[config.mk]
export PLATFORM = sky130hd
export DESIGN_NAME = if_stage
export DESIGN_NICKNAME = d
export VERILOG_FILES = /design/src/rtl/pipe_pkg.sv /design/src/rtl/if_id_reg.sv /design/src/rtl/if_stage.sv
export SDC_FILE = /design/constraint.sdc
export NUM_CORES = 1
export LEC_CHECK = 0
export ABC_AREA = 0
export BUFFER_PORTS_ARGS = -buffer_cell sky130_fd_sc_hd__buf_2
export CAP_MARGIN = 20
export CORE_UTILIZATION = 33
export CTS_BUF_LIST = sky130_fd_sc_hd__clkbuf_16
export CTS_CLUSTER_SIZE = 28
export DETAILED_ROUTE_END_ITERATION = 8
export GPL_TIMING_DRIVEN = 0
export HOLD_SLACK_MARGIN = 0.05
export PLACE_DENSITY = 0.62
export SYNTH_ARGS = -nofsm -noshare
export SYNTH_HDL_FRONTEND = slang
export SYNTH_HIERARCHICAL = 1
export SYNTH_SLANG_ARGS = --single-unit
[constraint.sdc]
create_clock -name clk_i -period 2.5 [get_ports clk_i]
set_input_delay 0.5 -clock clk_i [delete_from_list [all_inputs] [get_ports clk_i]]
set_output_delay 0.5 -clock clk_i [all_outputs]
set_load 0.01 [all_outputs]
[src/rtl/pipe_pkg.sv]
// Shared pipeline constants and types for the 5-stage core front end.
// Imported by the IF stage and its IF/ID pipeline register.
package pipe_pkg;

   localparam int          XLEN      = 32;
   localparam logic [31:0] RESET_PC  = 32'h0000_0000;
   localparam logic [31:0] NOP_INSTR = 32'h0000_0013;

   typedef enum logic [1:0] {
      IDLE  = 2'd0,
      FETCH = 2'd1,
      HOLD  = 2'd2,
      DRAIN = 2'd3
   } fetch_state_t;

endpackage

[src/rtl/if_id_reg.sv]
// Generic IF/ID pipeline register: valid/pc/pc4/instr with flush > hold > load.
// A flush inserts a bubble (valid low, NOP); pc/pc4 keep their last values.
module if_id_reg #(
   parameter int                XLEN      = pipe_pkg::XLEN,
   parameter logic [31:0]       NOP_INSTR = pipe_pkg::NOP_INSTR
) (
   input  logic            clk_i,
   input  logic            rst_n_i,
   input  logic            flush_i,
   input  logic            hold_i,
   input  logic            load_i,
   input  logic [XLEN-1:0] pc_i,
   input  logic [31:0]     instr_i,
   output logic            valid_o,
   output logic [XLEN-1:0] pc_o,
   output logic [XLEN-1:0] pc4_o,
   output logic [31:0]     instr_o
);

   localparam logic [XLEN-1:0] PC_STEP = XLEN'(32'd4);

   // Pipeline register update with flush > hold > load priority.
   always_ff @(posedge clk_i or negedge rst_n_i) begin
      if (!rst_n_i) begin
         valid_o <= 1'b0;
         pc_o    <= {XLEN{1'b0}};
         pc4_o   <= PC_STEP;
         instr_o <= NOP_INSTR;
      end else if (flush_i) begin
         valid_o <= 1'b0;
         instr_o <= NOP_INSTR;
      end else if (hold_i) begin
         valid_o <= valid_o;
      end else if (load_i) begin
         valid_o <= 1'b1;
         pc_o    <= pc_i;
         pc4_o   <= pc_i + PC_STEP;
         instr_o <= instr_i;
      end else begin
         valid_o <= valid_o;
      end
   end

endmodule

[src/rtl/if_stage.sv]
// Instruction-fetch stage: PC, req/ack fetch FSM, one-word skid buffer and IF/ID register.
// Redirects from EX take priority over hazard stalls and memory acks.
module if_stage #(
   parameter int                XLEN      = pipe_pkg::XLEN,
   parameter logic [XLEN-1:0]   RESET_PC  = pipe_pkg::RESET_PC,
   parameter logic [31:0]       NOP_INSTR = pipe_pkg::NOP_INSTR
) (
   input  logic            clk_i,
   input  logic            rst_n_i,
   input  logic            hazard_i,
   input  logic            redirect_i,
   input  logic [XLEN-1:0] redirect_pc_i,
   output logic            imem_req_o,
   output logic [XLEN-1:0] imem_addr_o,
   input  logic            imem_ack_i,
   input  logic [31:0]     imem_rdata_i,
   output logic            if_id_valid_o,
   output logic [XLEN-1:0] if_id_pc_o,
   output logic [XLEN-1:0] if_id_pc4_o,
   output logic [31:0]     if_id_instr_o
);

   import pipe_pkg::*;

   localparam logic [XLEN-1:0] PC_STEP = XLEN'(32'd4);

   function automatic logic [XLEN-1:0] word_align(input logic [XLEN-1:0] addr);
      return {addr[XLEN-1:2], 2'b00};
   endfunction

   fetch_state_t    state_r;
   fetch_state_t    state_nxt_s;
   logic [XLEN-1:0] pc_r;
   logic [XLEN-1:0] pc_nxt_s;
   logic [31:0]     buf_r;
   logic [31:0]     buf_nxt_s;
   logic            req_r;
   logic [XLEN-1:0] addr_r;
   logic            ifid_flush_s;
   logic            ifid_hold_s;
   logic            ifid_load_s;
   logic [31:0]     ifid_instr_s;
   logic [XLEN-1:0] redirect_tgt_s;

   assign redirect_tgt_s = word_align(redirect_pc_i);

   // Next-state, next-PC, skid buffer and IF/ID control decode.
   always_comb begin
      state_nxt_s  = state_r;
      pc_nxt_s     = pc_r;
      buf_nxt_s    = buf_r;
      ifid_flush_s = 1'b0;
      ifid_hold_s  = 1'b0;
      ifid_load_s  = 1'b0;
      ifid_instr_s = imem_rdata_i;
      case (state_r)
         IDLE: begin
            state_nxt_s = FETCH;
            if (redirect_i) begin
               pc_nxt_s     = redirect_tgt_s;
               ifid_flush_s = 1'b1;
            end else begin
               ifid_hold_s = 1'b1;
            end
         end
         FETCH: begin
            if (redirect_i) begin
               // An unacked request must still complete; its word is dropped in DRAIN.
               pc_nxt_s     = redirect_tgt_s;
               ifid_flush_s = 1'b1;
               state_nxt_s  = imem_ack_i ? FETCH : DRAIN;
            end else if (imem_ack_i && !hazard_i) begin
               ifid_load_s = 1'b1;
               pc_nxt_s    = pc_r + PC_STEP;
            end else if (imem_ack_i) begin
               ifid_hold_s = 1'b1;
               buf_nxt_s   = imem_rdata_i;
               state_nxt_s = HOLD;
            end else if (hazard_i) begin
               ifid_hold_s = 1'b1;
            end else begin
               ifid_flush_s = 1'b1;
            end
         end
         HOLD: begin
            if (redirect_i) begin
               pc_nxt_s     = redirect_tgt_s;
               ifid_flush_s = 1'b1;
               state_nxt_s  = FETCH;
            end else if (hazard_i) begin
               ifid_hold_s = 1'b1;
            end else begin
               ifid_load_s  = 1'b1;
               ifid_instr_s = buf_r;
               pc_nxt_s     = pc_r + PC_STEP;
               state_nxt_s  = FETCH;
            end
         end
         DRAIN: begin
            ifid_flush_s = 1'b1;
            if (redirect_i) begin
               pc_nxt_s = redirect_tgt_s;
            end else if (imem_ack_i) begin
               state_nxt_s = FETCH;
            end else begin
               state_nxt_s = DRAIN;
            end
         end
         default: begin
            state_nxt_s  = IDLE;
            ifid_flush_s = 1'b1;
         end
      endcase
   end

   // State, PC, skid buffer and registered memory request outputs.
   always_ff @(posedge clk_i or negedge rst_n_i) begin
      if (!rst_n_i) begin
         state_r <= IDLE;
         pc_r    <= RESET_PC;
         buf_r   <= NOP_INSTR;
         req_r   <= 1'b0;
         addr_r  <= RESET_PC;
      end else begin
         state_r <= state_nxt_s;
         pc_r    <= pc_nxt_s;
         buf_r   <= buf_nxt_s;
         req_r   <= (state_nxt_s == FETCH) || (state_nxt_s == DRAIN);
         addr_r  <= (state_nxt_s == DRAIN) ? addr_r : pc_nxt_s;
      end
   end

   assign imem_req_o  = req_r;
   assign imem_addr_o = addr_r;

   if_id_reg #(
      .XLEN      (XLEN),
      .NOP_INSTR (NOP_INSTR)
   ) u_if_id_reg (
      .clk_i   (clk_i),
      .rst_n_i (rst_n_i),
      .flush_i (ifid_flush_s),
      .hold_i  (ifid_hold_s),
      .load_i  (ifid_load_s),
      .pc_i    (pc_r),
      .instr_i (ifid_instr_s),
      .valid_o (if_id_valid_o),
      .pc_o    (if_id_pc_o),
      .pc4_o   (if_id_pc4_o),
      .instr_o (if_id_instr_o)
   );

endmodule
**After elaboration in Yosys (flattened, before gate mapping)**

Index checks and enable logic that the tools add are counted.

- Add/subtract/negate cells: 1
- Equality and inequality tests: 6
- Mux-type cells: 40
- Bitwise operators: 4
- Reductions and logical operators: 10

Operators by type and width:

| kind | number |
|---|---|
| $mux 32 | 11 |
| $pmux 32 s3 | 1 |
| $add 32x3->32 const B | 1 |
| $mux 1 | 17 |
| $mux 2 | 7 |
| $pmux 2 s4 | 1 |
| $eq 2x2->1 const B | 3 |
| $pmux 1 s3 | 2 |
| $eq 2x1->1 const B | 2 |
| $not 1->1 | 4 |
| $reduce_and 4->1 | 1 |
| $reduce_or 2->1 | 2 |
| $reduce_and 3->1 | 1 |
| $logic_not 2->1 | 1 |
| $ne 2x2->1 const B | 1 |
| $pmux 1 s2 | 1 |
| $reduce_and 2->1 | 1 |
| $reduce_bool 2->1 | 1 |
| $logic_and 1x1->1 | 1 |
| $logic_not 1->1 | 1 |
| $logic_or 1x1->1 | 1 |

- Flip-flop bits (word level): 196
- Bits of input ports: 69
- Logic and storage cells: 70

**Depth between registers and ports, before layout**

Gate-level depths: netlist of the first run.

- Word-level depth: 8
- Mapped depth: 13
- Gate-level depth less buffers: 8

**Hierarchy**

The synthesis of the first run kept the hierarchy.

Modules (own cells, without submodules):

| module | instances | cells an instance | area an instance (sq um) | seq. area each (sq um) |
|---|---|---|---|---|
| if_stage | 1 | 582 | 5881.9 | 2456.1 |
| if_id_reg | 1 | 398 | 4030.1 | 2382.3 |

**Worst setup path after synthesis of the first run**

Ideal clock, no wire load.

- Kind: register to register
- Start point: register state_r[1]
- End point: register u_if_id_reg.instr_o[21]
- Setup time: 0.066 ns
- Arrival: 2.696 ns
- Data required time: 2.434 ns
- Setup slack: -0.263 ns
- Stages on the path, launching flop included: 13
- Cell sequence: dfrtp_1 > inv_1 > ha_1 > buf_2 > buf_1 > clkbuf_1 > o21ai_0 > a211oi_1 > nor2b_1 > nor2_1 > clkbuf_1 > clkbuf_1 > a22o_1

- Elaborated cells between the ends (all ways): 15
- Those cells by class: 4 x eq/ne; 7 x mux; 4 x reduce/logical

RTL lines:

| item | line | text |
|---|---|---|
| start: declaration | if_stage.sv:31 | `fetch_state_t state_r;` |
| start signal: assignment | if_stage.sv:125 | `state_r <= state_nxt_s;` |
| $eq 2x2->1, or another cell as far along | if_stage.sv:56 | `case (state_r)` |
| $pmux 1 s3 (*) | if_stage.sv:56 |  |
| via ifid_hold_s | if_stage.sv:40 | `logic ifid_hold_s;` |
| $ne 2x2->1 (no line) (*) | -- |  |
| $reduce_and 2->1 (no line) (*) | -- |  |
| end signal: assignment | if_id_reg.sv:38 | `instr_o <= instr_i;` |
| end: declaration | if_id_reg.sv:17 | `output logic [31:0] instr_o` |

Mark *: on every way through the listed nets, which the timed path passes. The rest lies on a longest branch. The select of a mux whose other input is x is not followed.
A chain may end at the register's enable or synchronous reset.

**Worst setup path after layout of the first run**

- Start point: input redirect_i
- End point: register u_if_id_reg.pc4_o[26]

- Longest elaborated chain between the ends: 4
- Elaborated cells between the ends (all ways): 13
- Those cells by class: 10 x mux; 2 x bitwise; 1 x reduce/logical

Ends and longest elaborated chain:

| item | line | text |
|---|---|---|
| start: declaration | if_stage.sv:11 | `input logic redirect_i,` |
| $mux 1 (on tied branches) | if_stage.sv:86, if_stage.sv:59, if_stage.sv:67 |  |
| $pmux 1 s3 (*) | if_stage.sv:56 |  |
| via ifid_hold_s | if_stage.sv:40 |  |
| $not 1->1 (no line) (*) | -- |  |
| $reduce_and 3->1 (no line) (*) | -- |  |
| end signal: assignment | if_id_reg.sv:37 | `pc4_o <= pc_i + PC_STEP;` |
| end: declaration | if_id_reg.sv:16 | `output logic [XLEN-1:0] pc4_o,` |

Mark *: on every way through the listed nets, which the timed path passes. The rest lies on a longest branch.

==> flow_summary.html, run 1 <==
<table>
<tr><th>Metric</th><th>Value</th></tr>
<tr><th colspan="2">Synth</th></tr>
<tr><td>Count of synthesis-stage warnings from yosys</td><td>6</td></tr>
<tr><td>Number of register bits inferred by synthesis</td><td>193</td></tr>
<tr><td>Sequential area share after synthesis</td><td>48.8%</td></tr>
<tr><td>Cells taking the most area after synthesis</td><td>dfrtp_1 47%, mux2_2 10%, nand2_1 6.1%, a22o_1 2.6%, o21ai_0 2.5%</td></tr>
<tr><td>Synthesized netlist cell count</td><td>980</td></tr>
<tr><td>Number of distinct library cells after synthesis</td><td>75</td></tr>
<tr><td>Most area-hungry cell type in the Yosys netlist</td><td>dfrtp_1</td></tr>
<tr><td>Area share of the leading cell type in the synthesized netlist</td><td>47.0%</td></tr>
<tr><td>Post-Synthesis Mean Instance Area</td><td>between 10 and 15 sq um</td></tr>
<tr><td>Main flop type after synthesis</td><td>dfrtp_1</td></tr>
<tr><td>Post-synth ARST share</td><td>100%</td></tr>
<tr><td>Net count after synthesis</td><td>1057</td></tr>
<tr><td>Most used standard cells in the synthesized netlist</td><td>186 x dfrtp_1, 162 x nand2_1, 88 x mux2_2, 52 x clkbuf_1, 50 x o21ai_0</td></tr>
<tr><td>Most common cell in the netlist</td><td>dfrtp_1</td></tr>
<tr><td>Netlist area before placement</td><td>9910 sq um</td></tr>
<tr><td>Count of flip-flops with a built-in enable after synthesis</td><td>0</td></tr>
<tr><th colspan="2">Setup path</th></tr>
<tr><td>Kind of critical path</td><td>input port to register</td></tr>
<tr><td>Data required time at the worst endpoint</td><td>~2.9 ns</td></tr>
<tr><td>RR Startpoint</td><td>pc_r[11]</td></tr>
<tr><td>Data arrival time of the critical path</td><td>around 2.8 ns</td></tr>
<tr><td>Cell with the largest stage delay on the worst path</td><td>clkbuf_4</td></tr>
<tr><td>Crit end category</td><td>register</td></tr>
<tr><td>R2R depth</td><td>6</td></tr>
<tr><td>Peak per-stage delay on the critical path</td><td>approximately 0.32 ns</td></tr>
<tr><td>CP startpoint kind</td><td>input port</td></tr>
<tr><td>Library cell appearing most often on the critical path</td><td>buf_2</td></tr>
<tr><td>Cell-by-cell trace of the critical path</td><td>buf_2 -&gt; buf_2 -&gt; clkbuf_4 -&gt; buf_2 -&gt; clkbuf_4 -&gt; a211oi_2 -&gt; nor2b_4 -&gt; nor2b_4 -&gt; buf_12 -&gt; clkbuf_16 -&gt; nor2_1 -&gt; a31oi_1</td></tr>
<tr><td>Worst Path Max Fanout</td><td>10</td></tr>
<tr><td>Reg-to-reg endpoint</td><td>imem_addr_o[30]</td></tr>
<tr><td>Setup slack of the most critical reg-to-reg path</td><td>about 0.050 ns</td></tr>
<tr><th colspan="2">Cells and area</th></tr>
<tr><td>Diodes inserted</td><td>0</td></tr>
<tr><td>Share of layout cells above drive strength 1</td><td>38.6%</td></tr>
<tr><td>Area Overhead vs Synth</td><td>28.1%</td></tr>
<tr><td>Final net count</td><td>1299</td></tr>
<tr><td>Post-layout instance count excluding filler cells</td><td>about 1600</td></tr>
<tr><td>Util after Layout</td><td>43.0%</td></tr>
<tr><th colspan="2">Timing</th></tr>
<tr><td>Worst Setup Slack, final</td><td>a little over 0.03 ns</td></tr>
<tr><td>Number of slew-limit violations in the final report</td><td>0</td></tr>
<tr><td>Final setup vio count</td><td>0</td></tr>
<tr><td>Worst relative slew slack</td><td>between 30% and 40%</td></tr>
<tr><td>Transition at the pin with the smallest max-transition slack</td><td>0.976 ns</td></tr>
<tr><td>Final Hold Slack</td><td>between 0.07 and 0.08 ns</td></tr>
<tr><td>Final critical path time including I/O delays and setup</td><td>about 2.5 ns</td></tr>
<tr><td>Share of the clock period used by the worst path</td><td>98.8%</td></tr>
<tr><td>RSZ-0062 raised after global routing</td><td>yes</td></tr>
<tr><td>Fin Clk Skew</td><td>~0.011 ns</td></tr>
<tr><td>Number of failing hold endpoints at the final stage</td><td>0</td></tr>
<tr><td>Maximum achievable frequency</td><td>405 MHz</td></tr>
<tr><th colspan="2">Clock tree</th></tr>
<tr><td>CTS tree</td><td>done</td></tr>
<tr><td>Number of clock sinks</td><td>193</td></tr>
<tr><td>H-tree depth</td><td>4</td></tr>
<tr><td>Number of CTS-inserted buffers</td><td>17</td></tr>
<tr><td>Clock-pin transition on the worst setup and hold timing paths</td><td>about 0.070 ns</td></tr>
<tr><td>Clock root buffer master</td><td>clkbuf_16</td></tr>
<tr><td>Number of buffers on the longest clock path</td><td>2</td></tr>
<tr><td>Worst-skew pair later-pin latency</td><td>0.44 ns</td></tr>
<tr><th colspan="2">Hold path</th></tr>
<tr><td>Path class of the lowest-slack min-delay path</td><td>input port to async pin</td></tr>
<tr><th colspan="2">Global routing</th></tr>
<tr><td>Vias in the first global route</td><td>8749</td></tr>
<tr><td>Maximum number of pins on one net before global-route repair</td><td>between 90 and 100</td></tr>
<tr><td>Overall global routing resource usage</td><td>21.2%</td></tr>
<tr><td>Total overflow reported by the global router</td><td>0</td></tr>
<tr><td>First-pass GRT wire length</td><td>50000 microns</td></tr>
<tr><td>Most Used Layer, Global Route</td><td>met2</td></tr>
<tr><td>Global routing usage on met1</td><td>between 20% and 30%</td></tr>
<tr><td>Met3 usage in global routing</td><td>4.74%</td></tr>
<tr><td>Met2 Use GR</td><td>33.1%</td></tr>
<tr><td>Number of antenna violations at the first check in global routing</td><td>0</td></tr>
<tr><th colspan="2">Placed design</th></tr>
<tr><td>Final HPWL from detailed placement</td><td>~23000 microns</td></tr>
<tr><td>GP Congestion</td><td>0.915</td></tr>
<tr><td>Number of buffers inserted by port buffering</td><td>196</td></tr>
<tr><td>Cell count after placement</td><td>1567</td></tr>
<tr><td>Setup WS pre-CTS</td><td>-1.26 ns</td></tr>
<tr><th colspan="2">Power</th></tr>
<tr><td>Highest ir drop seen on vdd</td><td>around 0.00053 V</td></tr>
<tr><td>Leakage</td><td>5.87 nW</td></tr>
<tr><td>Overall Power</td><td>about 0.015 W</td></tr>
<tr><td>Power density of the placed cells</td><td>1190 nW/um^2</td></tr>
<tr><th colspan="2">Die</th></tr>
<tr><td>IO Count</td><td>a little under 200</td></tr>
<tr><td>Die footprint</td><td>30700 sq um</td></tr>
<tr><td>Site Rows</td><td>63</td></tr>
<tr><td>Core Box Area</td><td>around 30000 sq um</td></tr>
<tr><td>Initial cell density of the core</td><td>between 30% and 40%</td></tr>
<tr><td>Die width</td><td>~180 microns</td></tr>
<tr><td>Chip Height</td><td>175 microns</td></tr>
<tr><th colspan="2">Drt</th></tr>
<tr><td>Ratio of routed vias to standard cells</td><td>5.42</td></tr>
<tr><td>Post-detailed-route count of antenna-violating nets</td><td>0</td></tr>
<tr><td>Routed vias</td><td>8806</td></tr>
<tr><td>Remaining routing DRC violations</td><td>0</td></tr>
<tr><td>Iteration-0 DRC count of the detailed router</td><td>823</td></tr>
<tr><td>Total routed wirelength</td><td>between 30000 and 40000 microns</td></tr>
<tr><td>Routed length per instance</td><td>19.9 microns</td></tr>
<tr><td>Detailed-router iteration count before antenna repair</td><td>5</td></tr>
<tr><th colspan="2">Job</th></tr>
<tr><td>Maximum Capacitance Violations</td><td>0</td></tr>
<tr><th colspan="2">Outcome</th></tr>
<tr><td>Outcome</td><td>complete, no violations</td></tr>
</table>
## where the power goes
group	leakage (nW)	internal (W)	total, W	switching (W)
Combinational	3.10	0.00299	0.00673	0.00374
Clock	0.294	0.00159	0.00285	0.00126
Sequential	2.47	0.00432	0.00553	0.00121
Total	5.87	0.00889	0.0151	0.00621
## layer usage
metal  wire, microns  up-vias  part of all wire (%)
li1                -     4027                     -
met5               0        -                     0
met1           14100     4350                    44
met3            2230       65                   6.9
met4             937        0                   2.9
met2           15100      364                    47
## worst max-delay path by stage
stage / startpoint / to / cells past startpoint
after global routing: pc_r[3] / u_if_id_reg/pc4_o[26] / 8
final: redirect_i / u_if_id_reg/pc4_o[26] / 12
after floorplan: imem_req_o / imem_addr_o[10] / 10
after detailed placement: redirect_i / u_if_id_reg/pc4_o[26] / 12
after global placement: rst_n_i / imem_req_o / 1
after CTS: imem_req_o / u_if_id_reg/pc_o[23] / 12
## worst max-delay path: cells and delay by family
| family | cells | cell delay, ns |
|---|---|---|
| buffers and inverters | 7 | 1.61 |
| AND/OR/NAND/NOR | 3 | 0.50 |
| AO/OA/AOI/OAI | 2 | 0.21 |
## flip-flops by register name (all words and copies together), names as in the netlist
register	flops
imem_addr_o	32
u_if_id_reg/instr_o	32
u_if_id_reg/pc4_o	30
pc_r	32
state_r	1
u_if_id_reg/valid_o	1
buf_r	32
u_if_id_reg/pc_o	32
imem_req_o	1
## cell families (layout without fill, tap and decap cells)
family	after synthesis	in the layout	share of synthesized area [%]
muxes	95	95	10.8
xor gates and xnor gates	36	36	3.18
buffers and inverters	81	336	3.36
and+or+nand+nor	356	356	18.1
AOI/OAI and AO/OA	211	211	14.8
DFF	193	193	48.8
adders and majority gates	8	8	1.01
## what timing repair did
item | 4_1_cts | 5_1_grt
gates resized for setup | 89 | 71
gates cloned | 0 | 1
setup buffers | 17 | 12
pin swaps | 3 | 3
setup endpoints to repair | 180 | 119
hold buffers | 0 | 0
## area by class of cell
type,instances,area (sq um)
multi-input cells,706,4920
clock buffers,17,425
fillers,2954,16900
repair buffers,227,1250
flip-flops and latches,193,4860
plain buffers,62,512
inverters,15,56.3
clock inverters,15,181
well taps,390,488
## per-stage QoR
stage / instance area (sq um) / setup TNS, ns
finish: 12700 / 0
global route: 12700 / -0.0921
CTS: 12400 / 0
detailed placement: 11400 / -129.61
global placement: 11400 / -584.19
floorplan: 9940 / 0
## layout by cell type (no fill, tap or decap), types with 8 or more instances in the layout
cell type,synthesis,routed
a211oi_1,9,8
a21oi_1,32,31
a22o_1,29,29
a22oi_1,9,9
and3_1,11,11
buf_2,8,199
buf_4,3,37
buf_6,1,12
clkbuf_1,52,12
clkbuf_16,0,18
clkbuf_2,0,11
dfrtp_1,186,166
dfrtp_2,0,20
inv_1,14,12
mux2_2,88,88
nand2_1,162,159
nand2b_1,14,12
nand3_1,28,28
nand4_1,15,15
nor2_1,41,37
nor2b_1,10,8
nor3_1,20,18
o21ai_0,50,48
o21ai_1,8,10
xnor2_1,20,20
xor2_1,16,16
Power figures use the tool's default switching activity.
==> inputs of run 2 (changes only) <==
--- a/config.mk
+++ b/config.mk
@@ -9,7 +9,7 @@
 export BUFFER_PORTS_ARGS = -buffer_cell sky130_fd_sc_hd__buf_2
 export CAP_MARGIN = 20
 export CORE_UTILIZATION = 33
-export CTS_BUF_LIST = sky130_fd_sc_hd__clkbuf_16
+export CTS_BUF_LIST = sky130_fd_sc_hd__clkbuf_2 sky130_fd_sc_hd__clkbuf_4 sky130_fd_sc_hd__clkbuf_8
 export CTS_CLUSTER_SIZE = 28
 export DETAILED_ROUTE_END_ITERATION = 8
 export GPL_TIMING_DRIVEN = 0
@@ -19,3 +19,4 @@
 export SYNTH_HDL_FRONTEND = slang
 export SYNTH_HIERARCHICAL = 1
 export SYNTH_SLANG_ARGS = --single-unit
+export TNS_END_PERCENT = 100
==> flow_summary.html, run 2 (same netlist as run 1, synthesis figures left out) <==
<table>
<tr><th>Metric</th><th>Value</th></tr>
<tr><th colspan="2">Setup path</th></tr>
<tr><td>Data arrival time of the critical path</td><td>2.88 ns (+0.05 ns)</td></tr>
<tr><td>RR Startpoint</td><td>imem_req_o</td></tr>
<tr><td>Kind of critical path</td><td>input port to register</td></tr>
<tr><td>CP startpoint kind</td><td>input port</td></tr>
<tr><td>R2R depth</td><td>11 (+5)</td></tr>
<tr><td>Worst Path Max Fanout</td><td>10 (unchanged)</td></tr>
<tr><td>Data required time at the worst endpoint</td><td>2.93 ns (+0.07 ns)</td></tr>
<tr><td>Reg-to-reg endpoint</td><td>u_if_id_reg/instr_o[21]</td></tr>
<tr><td>Crit end category</td><td>register</td></tr>
<tr><td>Setup slack of the most critical reg-to-reg path</td><td>0.06 ns (about the same)</td></tr>
<tr><th colspan="2">Global routing</th></tr>
<tr><td>Vias in the first global route</td><td>8696 (-0.61%)</td></tr>
<tr><td>Overall global routing resource usage</td><td>21.1% (-0.098 points)</td></tr>
<tr><td>Number of antenna violations at the first check in global routing</td><td>0 (unchanged)</td></tr>
<tr><td>Maximum number of pins on one net before global-route repair</td><td>98 (unchanged)</td></tr>
<tr><td>Total overflow reported by the global router</td><td>0 (unchanged)</td></tr>
<tr><td>First-pass GRT wire length</td><td>49800 microns (-0.41%)</td></tr>
<tr><th colspan="2">Clock tree</th></tr>
<tr><td>Number of buffers on the longest clock path</td><td>2 (unchanged)</td></tr>
<tr><td>H-tree depth</td><td>4 (unchanged)</td></tr>
<tr><td>Number of clock sinks</td><td>193 (unchanged)</td></tr>
<tr><td>Worst-skew pair later-pin latency</td><td>0.49 ns (+0.05 ns)</td></tr>
<tr><td>Clock-pin transition on the worst setup and hold timing paths</td><td>0.10 ns (+0.03 ns)</td></tr>
<tr><td>CTS tree</td><td>done</td></tr>
<tr><td>Number of CTS-inserted buffers</td><td>17 (unchanged)</td></tr>
<tr><td>Post-CTS Hold Fix Bufs</td><td>0 (unchanged)</td></tr>
<tr><td>Clock root buffer master</td><td>clkbuf_8</td></tr>
<tr><th colspan="2">Timing</th></tr>
<tr><td>Share of the clock period used by the worst path</td><td>98.2% (-0.54 points)</td></tr>
<tr><td>Maximum achievable frequency</td><td>407 MHz (+0.55%)</td></tr>
<tr><td>Transition at the pin with the smallest max-transition slack</td><td>0.948 ns (-0.0274 ns)</td></tr>
<tr><td>Setup Total Neg Slack</td><td>0 ns (unchanged)</td></tr>
<tr><td>Fin Clk Skew</td><td>0.0141 ns (+0.00333 ns)</td></tr>
<tr><td>Number of failing hold endpoints at the final stage</td><td>0 (unchanged)</td></tr>
<tr><td>Final Hold Slack</td><td>0.0267 ns (-0.0514 ns)</td></tr>
<tr><td>RSZ-0062 raised after global routing</td><td>no</td></tr>
<tr><td>Final critical path time including I/O delays and setup</td><td>2.46 ns (-0.0135 ns)</td></tr>
<tr><td>Number of slew-limit violations in the final report</td><td>0 (unchanged)</td></tr>
<tr><td>Final setup vio count</td><td>0 (unchanged)</td></tr>
<tr><td>Worst relative slew slack</td><td>36.6% (+1.8 points)</td></tr>
<tr><th colspan="2">Power</th></tr>
<tr><td>Power density of the placed cells</td><td>1160 nW/um^2 (-2.5%)</td></tr>
<tr><td>Combinational cell fraction of total power</td><td>48.4% (+3.9 points)</td></tr>
<tr><td>Net switching power</td><td>0.00619 W (-0.26%)</td></tr>
<tr><td>Highest ir drop seen on vdd</td><td>0.000455 V (-14%)</td></tr>
<tr><td>Sequential cell fraction of total power</td><td>36.6% (about the same)</td></tr>
<tr><td>Cell internal power dissipation</td><td>0.00847 W (-4.8%)</td></tr>
<tr><td>Switching part of the total power</td><td>42.2% (+1.1 points)</td></tr>
<tr><td>Leakage</td><td>5.87 nW (about the same)</td></tr>
<tr><td>Share of power burned in the clock network</td><td>15.0% (-3.9 points)</td></tr>
<tr><th colspan="2">Drt</th></tr>
<tr><td>Total routed wirelength</td><td>32600 microns (+0.56%)</td></tr>
<tr><td>Met3 wirelength from detailed routing</td><td>2320 microns (+4.2%)</td></tr>
<tr><td>Ratio of routed vias to standard cells</td><td>5.44 (+0.37%)</td></tr>
<tr><td>Post-detailed-route count of antenna-violating nets</td><td>0 (unchanged)</td></tr>
<tr><td>Iteration-0 DRC count of the detailed router</td><td>712 (-13%)</td></tr>
<tr><td>Routed vias</td><td>8931 (+1.4%)</td></tr>
<tr><td>Length of routed wiring on met1</td><td>14000 microns (-0.57%)</td></tr>
<tr><td>Routed length per instance</td><td>19.8 microns (-0.49%)</td></tr>
<tr><td>Detailed-router iteration count before antenna repair</td><td>6 (+1)</td></tr>
<tr><td>Sum of met2 wire segment lengths after detailed routing</td><td>15200 microns (+0.77%)</td></tr>
<tr><td>Top routing layer in use</td><td>met4</td></tr>
<tr><td>Remaining routing DRC violations</td><td>0 (unchanged)</td></tr>
<tr><th colspan="2">Die</th></tr>
<tr><td>IO Count</td><td>199 (unchanged)</td></tr>
<tr><td>Site Rows</td><td>63 (unchanged)</td></tr>
<tr><td>Die width</td><td>175 microns (unchanged)</td></tr>
<tr><td>Chip Height</td><td>175 microns (unchanged)</td></tr>
<tr><td>Core Box Area</td><td>29600 sq um (unchanged)</td></tr>
<tr><td>Die footprint</td><td>30700 sq um (unchanged)</td></tr>
<tr><td>Initial cell density of the core</td><td>33.5% (unchanged)</td></tr>
<tr><th colspan="2">Cells and area</th></tr>
<tr><td>Diodes inserted</td><td>0 (unchanged)</td></tr>
<tr><td>Leading cell type in the layout, fill and taps excluded</td><td>buf_2</td></tr>
<tr><td>Util after Layout</td><td>42.8% (-0.19 points)</td></tr>
<tr><td>Final net count</td><td>1316 (+1.3%)</td></tr>
<tr><td>Fill count</td><td>2966 (+0.41%)</td></tr>
<tr><td>Most used cells in the layout excluding fill and tap cells</td><td>199 x buf_2, 166 x dfrtp_1, 159 x nand2_1</td></tr>
<tr><td>Share of layout cells above drive strength 1</td><td>39.5% (+0.91 points)</td></tr>
<tr><td>Area Overhead vs Synth</td><td>27.5%</td></tr>
<tr><th colspan="2">Placed design</th></tr>
<tr><td>Final HPWL from detailed placement</td><td>23000 microns (unchanged)</td></tr>
<tr><td>Number of buffers inserted by port buffering</td><td>196 (unchanged)</td></tr>
<tr><td>GP Congestion</td><td>0.915 (unchanged)</td></tr>
<tr><th colspan="2">Hold path</th></tr>
<tr><td>Path class of the lowest-slack min-delay path</td><td>input port to async pin</td></tr>
<tr><th colspan="2">Outcome</th></tr>
<tr><td>Outcome</td><td>complete, no violations</td></tr>
<tr><th colspan="2">Job</th></tr>
<tr><td>Maximum Capacitance Violations</td><td>0 (unchanged)</td></tr>
</table>
-- run 2: cell count changes in the layout (fill, tap and decap cells not counted), sizes merged --
cell | previous run | this run
buf | 260 | 269
clkbuf | 46 | 55
inv | 21 | 20
-- run 2: worst max path at each step --
stage | slack (ns) | start | cells past startpoint | end
2_1_floorplan | 0.03 | imem_req_o | 10 | imem_addr_o[10]
3_3_place_gp | -2.78 | rst_n_i | 1 | imem_req_o
3_5_place_dp | -1.26 | redirect_i | 12 | u_if_id_reg/pc4_o[26]
4_1_cts | 0.002 | state_r[1] | 12 | u_if_id_reg/instr_o[28]
5_1_grt | 0.001 | pc_r[15] | 6 | imem_addr_o[30]
6_report | 0.04 | imem_ack_i | 8 | imem_addr_o[8]
-- run 2: power groups by stage --
stage / registers [W] / logic (W) / clock network (W)
3_5_place_dp: 0.00558 / 0.00566 / 0
2_1_floorplan: 0.00549 / 0.00337 / 0
3_3_place_gp: 0.00554 / 0.00558 / 0
6_report: 0.00537 / 0.00710 / 0.00220
4_1_cts: 0.00546 / 0.00633 / 0.00226
5_1_grt: 0.00551 / 0.00756 / 0.00237
-- run 2: area by class of cell --
type                       count  area, sq um  share of cell area (%)
buffer                        61          490                    3.88
clock buffer                  18          241                    1.91
clock inverter                14          178                    1.41
inverter                      15         58.8                   0.465
multi-input combinational    706         4930                    39.0
sequential                   193         4860                    38.5
tap                          390          488                    3.86
timing repair buffer         245         1390                    11.0
-- run 2: stage by stage --
step                      setup WS [ns]  power, W  cell area (sq um)  instances
after floorplan                  0.0273   0.00886               9940        980
after global placement            -2.78    0.0111              11400       1566
after detailed placement          -1.26    0.0112              11400       1567
after CTS                       0.00207    0.0141              12300       1614
after global routing            0.00111    0.0154              12600       1642
final                            0.0445    0.0147              12600       1642
-- run 2: worst max-delay path: stages --
cell and delay (ns):
buf_2 0.13, clkbuf_1 0.40, nand2b_1 0.26, clkbuf_1 0.33
a211oi_1 0.51, o21ai_0 0.17, a211oi_1 0.36, mux2_2 0.22
-- run 2: layer usage --
metal  global-route usage [%]  vias to the layer above
met1                     28.0                     4392
met5                        0                        -
met2                     33.3                      407
met3                     4.68                       81
li1                         -                     4051
met4                     8.41                        0
-- run 2: timing repair --
action,4_1_cts,5_1_grt
setup endpoints to repair,181,114
buffers inserted,18,30
gates resized for setup,93,54
pin swaps,2,8
